$ cat src/rtl/vmul_result_queue.sv
// vmul_result_queue: in-order FWFT result FIFO behind the fixed-latency vector
// multiplier. It grants issue credits upstream so results always find space.
// Ports:
//   clk, rst       - clock; synchronous active-high reset
//   issue_*        - upstream issue handshake; issue_ready means a credit is free
//   res_*          - multiplier result (valid, data, destination address)
//   wb_*           - register file write port (valid/ready, head data/address)
//   count          - FIFO occupancy
//   inflight       - issued operations whose results have not yet returned
//   err            - sticky protocol error flag
module vmul_result_queue #(
  parameter int DATA_WIDTH = 64,
  parameter int ADDR_WIDTH = 32,
  parameter int DEPTH      = 8,
  parameter int CNT_WIDTH  = $clog2(DEPTH + 1)
) (
  input  logic                  clk,
  input  logic                  rst,
  input  logic                  issue_valid,
  output logic                  issue_ready,
  input  logic                  res_valid,
  input  logic [DATA_WIDTH-1:0] res_data,
  input  logic [ADDR_WIDTH-1:0] res_addr,
  output logic                  wb_valid,
  output logic [DATA_WIDTH-1:0] wb_data,
  output logic [ADDR_WIDTH-1:0] wb_addr,
  input  logic                  wb_ready,
  output logic [CNT_WIDTH-1:0]  count,
  output logic [CNT_WIDTH-1:0]  inflight,
  output logic                  err
);

  localparam int PTR_W = $clog2(DEPTH);
  localparam int SUM_W = CNT_WIDTH + 1;
  localparam int ENT_W = DATA_WIDTH + ADDR_WIDTH;

  logic [ENT_W-1:0]     mem_q [DEPTH];
  logic [PTR_W-1:0]     wr_ptr_q, wr_ptr_d;
  logic [PTR_W-1:0]     rd_ptr_q, rd_ptr_d;
  logic [CNT_WIDTH-1:0] count_q, count_d;
  logic [CNT_WIDTH-1:0] infl_q, infl_d;
  logic                 err_q, err_d;

  logic                 full;
  logic                 push;
  logic                 pop;
  logic                 iss;
  logic [SUM_W-1:0]     credits_used;

  // Outputs are forced to their idle values while rst is high so that a
  // mid-stream reset is visible in the same cycle, not one cycle later.
  assign credits_used = SUM_W'(count_q) + SUM_W'(infl_q);
  assign issue_ready  = !rst && (credits_used < SUM_W'(DEPTH));
  assign wb_valid     = !rst && (count_q != '0);
  assign count        = rst ? '0 : count_q;
  assign inflight     = rst ? '0 : infl_q;
  assign err          = rst ? 1'b0 : err_q;

  assign {wb_data, wb_addr} = mem_q[rd_ptr_q];

  assign full = (count_q == CNT_WIDTH'(DEPTH));
  assign pop  = wb_valid && wb_ready;
  assign push = !rst && res_valid && (!full || pop);
  assign iss  = issue_valid && issue_ready;

  always_comb begin
    wr_ptr_d = wr_ptr_q;
    rd_ptr_d = rd_ptr_q;
    count_d  = count_q;
    infl_d   = infl_q;
    err_d    = err_q;

    if (push) wr_ptr_d = wr_ptr_q + PTR_W'(1);
    if (pop)  rd_ptr_d = rd_ptr_q + PTR_W'(1);

    unique case (1'b1)
      push && !pop: count_d = count_q + CNT_WIDTH'(1);
      pop && !push: count_d = count_q - CNT_WIDTH'(1);
      default:      count_d = count_q;
    endcase

    // A result with no outstanding issue is unsolicited; the counter
    // saturates at zero instead of wrapping.
    unique case (1'b1)
      iss && !res_valid:                      infl_d = infl_q + CNT_WIDTH'(1);
      res_valid && !iss && (infl_q != '0):    infl_d = infl_q - CNT_WIDTH'(1);
      default:                                infl_d = infl_q;
    endcase

    if (res_valid && (infl_q == '0)) err_d = 1'b1;
    if (res_valid && !push)          err_d = 1'b1;
    if (issue_valid && !issue_ready) err_d = 1'b1;
  end

  always_ff @(posedge clk) begin
    if (rst) begin
      wr_ptr_q <= '0;
      rd_ptr_q <= '0;
      count_q  <= '0;
      infl_q   <= '0;
      err_q    <= 1'b0;
    end else begin
      wr_ptr_q <= wr_ptr_d;
      rd_ptr_q <= rd_ptr_d;
      count_q  <= count_d;
      infl_q   <= infl_d;
      err_q    <= err_d;
    end
  end

  // Storage is deliberately not reset; wb_valid qualifies the head.
  always_ff @(posedge clk) begin
    if (push) mem_q[wr_ptr_q] <= {res_data, res_addr};
  end

endmodule

$ cat config.mk
export PLATFORM = sky130hd
export DESIGN_NAME = vmul_result_queue
export DESIGN_NICKNAME = d
export VERILOG_FILES = /design/src/rtl/vmul_result_queue.sv
export SDC_FILE = /design/constraint.sdc
export NUM_CORES = 1
export LEC_CHECK = 0
export BUFFER_PORTS_ARGS = -buffer_cell sky130_fd_sc_hd__buf_2
export CAP_MARGIN = 20
export CELL_PAD_IN_SITES_DETAIL_PLACEMENT = 1
export CELL_PAD_IN_SITES_GLOBAL_PLACEMENT = 1
export CORE_ASPECT_RATIO = 0.9
export CORE_UTILIZATION = 57
export CTS_CLUSTER_SIZE = 16
export DETAILED_ROUTE_END_ITERATION = 6
export GPL_TIMING_DRIVEN = 0
export PLACE_DENSITY = 0.92
export SYNTH_ARGS = -nofsm -noshare
export SYNTH_HDL_FRONTEND = slang
export SYNTH_SLANG_ARGS = --single-unit
export TNS_END_PERCENT = 5
$ cat constraint.sdc
create_clock -name clk -period 21.4 [get_ports clk]
set_input_delay 3.21 -clock clk [delete_from_list [all_inputs] [get_ports clk]]
set_output_delay 3.21 -clock clk [all_outputs]
set_load 0.02 [all_outputs]
==> summary.txt <==
Floorplanning
  – Starting density of the core: 57.9%
  – Height of the chip: ~220 µm
  – Num rows: 79
  – Die width: about 240 µm
  – Die Outline Area: 0.0536 mm²
  – Core area: between 0.05 and 0.06 mm²
  – Number of top-level design ports: about 210

Clock network
  – CTS clock-pin slew for the worst setup and hold paths: roughly 60 ps
  – Post-CTS Setup Inserts: 0
  – # clock sinks: a little under 800
  – Clock buffer count from CTS: 77
  – Hold buffers post-CTS: 0
  – Number of buffers on the longest clock path: 3
  – Post-CTS Resized: 0
  – Clock root cell: clkbuf_16
  – Clock latency reported for the late side of the worst-skew pair: ~620 ps
  – H-tree lvl count: 3
  – CTS tree: yes

Critical path
  – CP max-delay cell: buf_1
  – Cell family with most CP delay: buffers and inverters
  – Setup slack on the worst flop-to-flop path: 17750 ps
  – Capture instance of the worst register-to-register path: mem_q[4][59]
  – Setup crit end kind: output port
  – Required time at the worst-slack endpoint: roughly 18000 ps
  – Buffer and inverter count on the worst path: 5
  – Maximum single-stage delay on the critical path: 490 ps
  – Type of the worst setup path: in -> out
  – Critical path launch point type: primary input
  – Chain of cells forming the critical path: buf_2, clkbuf_1, clkbuf_1, buf_1, nor2_1, buf_2
  – Stages on worst setup path: 6
  – Worst setup startpoint: rst
  – Worst Reg2Reg Path Length in Cells: 10
  – End point of the critical path: wb_valid
  – Crit path max fanout: 10
  – Data arrival time of the critical path: 4950 ps
  – FF-to-FF Start: count_q[0]

Synth
  – Top-area cell type share of the netlist area: 76.9%
  – Share of the yosys chip area belonging to registers: between 70 and 80%
  – Synth cell types: between 40 and 50
  – Total standard cell area after synthesis: roughly 0.03 mm²
  – Commonest register cell after synthesis: edfxtp_1
  – Count of flip-flops with a built-in enable after synthesis: ~770
  – Leading post-synthesis cells by cell area: edfxtp_1 (77%), mux4_2 (14%), mux2_2 (3.6%)
  – Largest area contributor in the synthesized netlist: edfxtp_1
  – Number of synthesized register bits: 786
  – Asr flop ratio synth: 0%
  – Yosys warnings: 0
  – Mean instance size in the synthesized netlist: ~24 µm²
  – Cell count after synthesis: about 1.3k
  – Synth Net Count: 1364

STA
  – Final Max Slew Viols: 0
  – Hold slack: ~540 ps
  – Worst slew pin tran: 995 ps
  – Final Critical Period: between 8000 and 9000 ps
  – Final setup violation count: 0
  – Setup WS post-layout: approximately 13000 ps
  – Unrepaired setup endpoints after global routing: no
  – Slew HR: ~33%
  – Final Hold Vio Count: 0
  – Crit share post-route: between 30% and 40%
  – Maximum frequency from static timing analysis: about 120 MHz
  – Clock skew after layout: around 18 ps

Pwr
  – Power density over the cells: 102 mW/mm²
  – Int Pwr: around 2.7 mW
  – Relative contribution of the clock network to total power: between 30% and 40%
  – Proportion of power drawn by combinational gates: about 14%
  – Switching fraction of total power: 24.0%
  – Maximum ir drop on the vdd rail: a little under 0.08 mV
  – Lkg Pwr: 11.4 nW
  – Net Switching: ~0.86 mW
  – Sequential share of power: 48.3%

Placed design
  – Routability congestion estimate from global placement: between 0.7 and 0.8
  – Worst slack at placement: ~13000 ps
  – Post-DP HPWL: around 47 mm
  – Count of buffers inserted at the top-level ports: 207
  – Placed Instances: 2227
  – Area of placed instances: 0.0329 mm²

Final layout
  – Area of the multi-input gates: roughly 0.0062 mm²
  – Register Area: roughly 0.023 mm²
  – Share of final-layout standard cells stronger than drive strength 1: approximately 43%
  – Area of all placed cells without fillers: 0.0354 mm²
  – Area growth from synthesis to layout: 17.9%
  – Most common cell after layout, fill and taps aside: edfxtp_1
  – Final nets: ~1.7k
  – Post-layout instance count excluding filler cells: about 2.4k
  – Commonest cells after routing, fill and taps aside: edfxtp_1 (768), buf_2 (215), mux4_2 (192)
  – Number of filler instances in the final layout: 4057

Routing
  – Vias after detailed routing: between 10k and 15k
  – Average wire length per cell after detail routing: 31.4 µm
  – DRC viols: 0
  – Starting DRT DRC Count: 1215
  – Detailed-route wire length: between 70 and 80 mm
  – Initial DRT Pass Iterations: 5
  – Remaining antenna violation count after routing: 0
  – Vias per inst: approximately 6.2

Global route
  – Antenna violations before repair: 17
  – GRT Total Usage: approximately 28%
  – Total congestion overflow: 0
  – Number of global-route vias before repair: between 15k and 20k
  – Maximum number of pins on one net before global-route repair: 26
  – Wire length of the first global-routing pass: approximately 110 mm

Outcome
  – Outcome: finished clean

Flow run
  – Max-cap violation count: 0

Hold path
  – Hold crit path type: reg -> reg
==> flip-flops by register name, summed over array words and instances (netlist names), named ones only <==
signal,cells
count_q,4
err_q,1
infl_q,4
mem_q,768
rd_ptr_q,3
wr_ptr_q,3
==> worst min-delay path by stage <==
stage | start | end | slack (ps) | cells past startpoint
2_1_floorplan | rd_ptr_q[2] | register | 430 | 1
3_3_place_gp | rd_ptr_q[2] | rd_ptr_q[2] | 460 | 1
3_5_place_dp | rd_ptr_q[2] | rd_ptr_q[2] | 510 | 1
4_1_cts | rd_ptr_q[2] | rd_ptr_q[2] | 520 | 1
5_1_grt | rd_ptr_q[2] | rd_ptr_q[2] | 550 | 1
6_report | rd_ptr_q[2] | rd_ptr_q[2] | 540 | 1
==> cells in the mapped netlist (all sizes together), types with 2 or more instances <==
cell and count:
a21oi 3, a31oi 4, buf 45, clkbuf 13, dfxtp 18, edfxtp 768, ha 8, inv 10
mux2 100, mux2i 2, mux4 192, nand2 5, nand2b 4, nand3 6, nand4 3, nor2 20
nor2b 7, nor3 7, nor3b 3, nor4 3, o21ai 6, or2 2, or3 3, or4 3
xor2 2
==> per-stage QoR <==
step	total power [mW]	utilization [%]	TNS, ps
6_report	3.59	68.3	0
5_1_grt	3.68	68.3	0
4_1_cts	3.62	68.3	0
3_5_place_dp	2.28	63.5	0
3_3_place_gp	2.26	61.6	-113440
2_1_floorplan	2.12	-	0
==> power by group through the flow <==
stage          logic [mW]  registers, mW  clock network, mW
4_1_cts             0.520           1.74               1.36
6_report            0.511           1.74               1.34
3_3_place_gp        0.478           1.78                  0
2_1_floorplan       0.349           1.77                  0
3_5_place_dp        0.509           1.77                  0
5_1_grt             0.543           1.74               1.40
==> layer usage <==
metal  vias to the layer above  GRT usage [%]  wire, µm
met1                      7887           36.3     28500
met5                         -              0       145
met4                        20           8.81      2100
met2                       626           48.9     38500
met3                       166           6.66      5330
li1                       6093              -         -
==> layout make-up <==
| cell class | count | area share (%) |
|---|---|---|
| Buffer | 58 | 1.07 |
| Timing Repair Buffer | 285 | 5.56 |
| Multi-Input combinational cell | 400 | 17.6 |
| Tap cell | 688 | 2.43 |
| Clock inverter | 42 | 1.17 |
| Clock buffer | 97 | 5.84 |
| Antenna cell | 7 | 0.0495 |
| Inverter | 10 | 0.106 |
| Sequential cell | 786 | 66.2 |
==> logic make-up (layout without fill, tap and decap cells) <==
group	Yosys count	in the layout	synth area share, %
AOI/OAI and AO/OA	24	24	0.534
xor gates and xnor gates	3	3	0.0876
adders and majority gates	9	9	0.400
buffers and inverters	68	492	1.38
DFF	786	786	78.1
muxes	294	294	18.2
other	0	7	0
and+or+nand+nor	70	70	1.28
(Power assumes the default switching activity.)
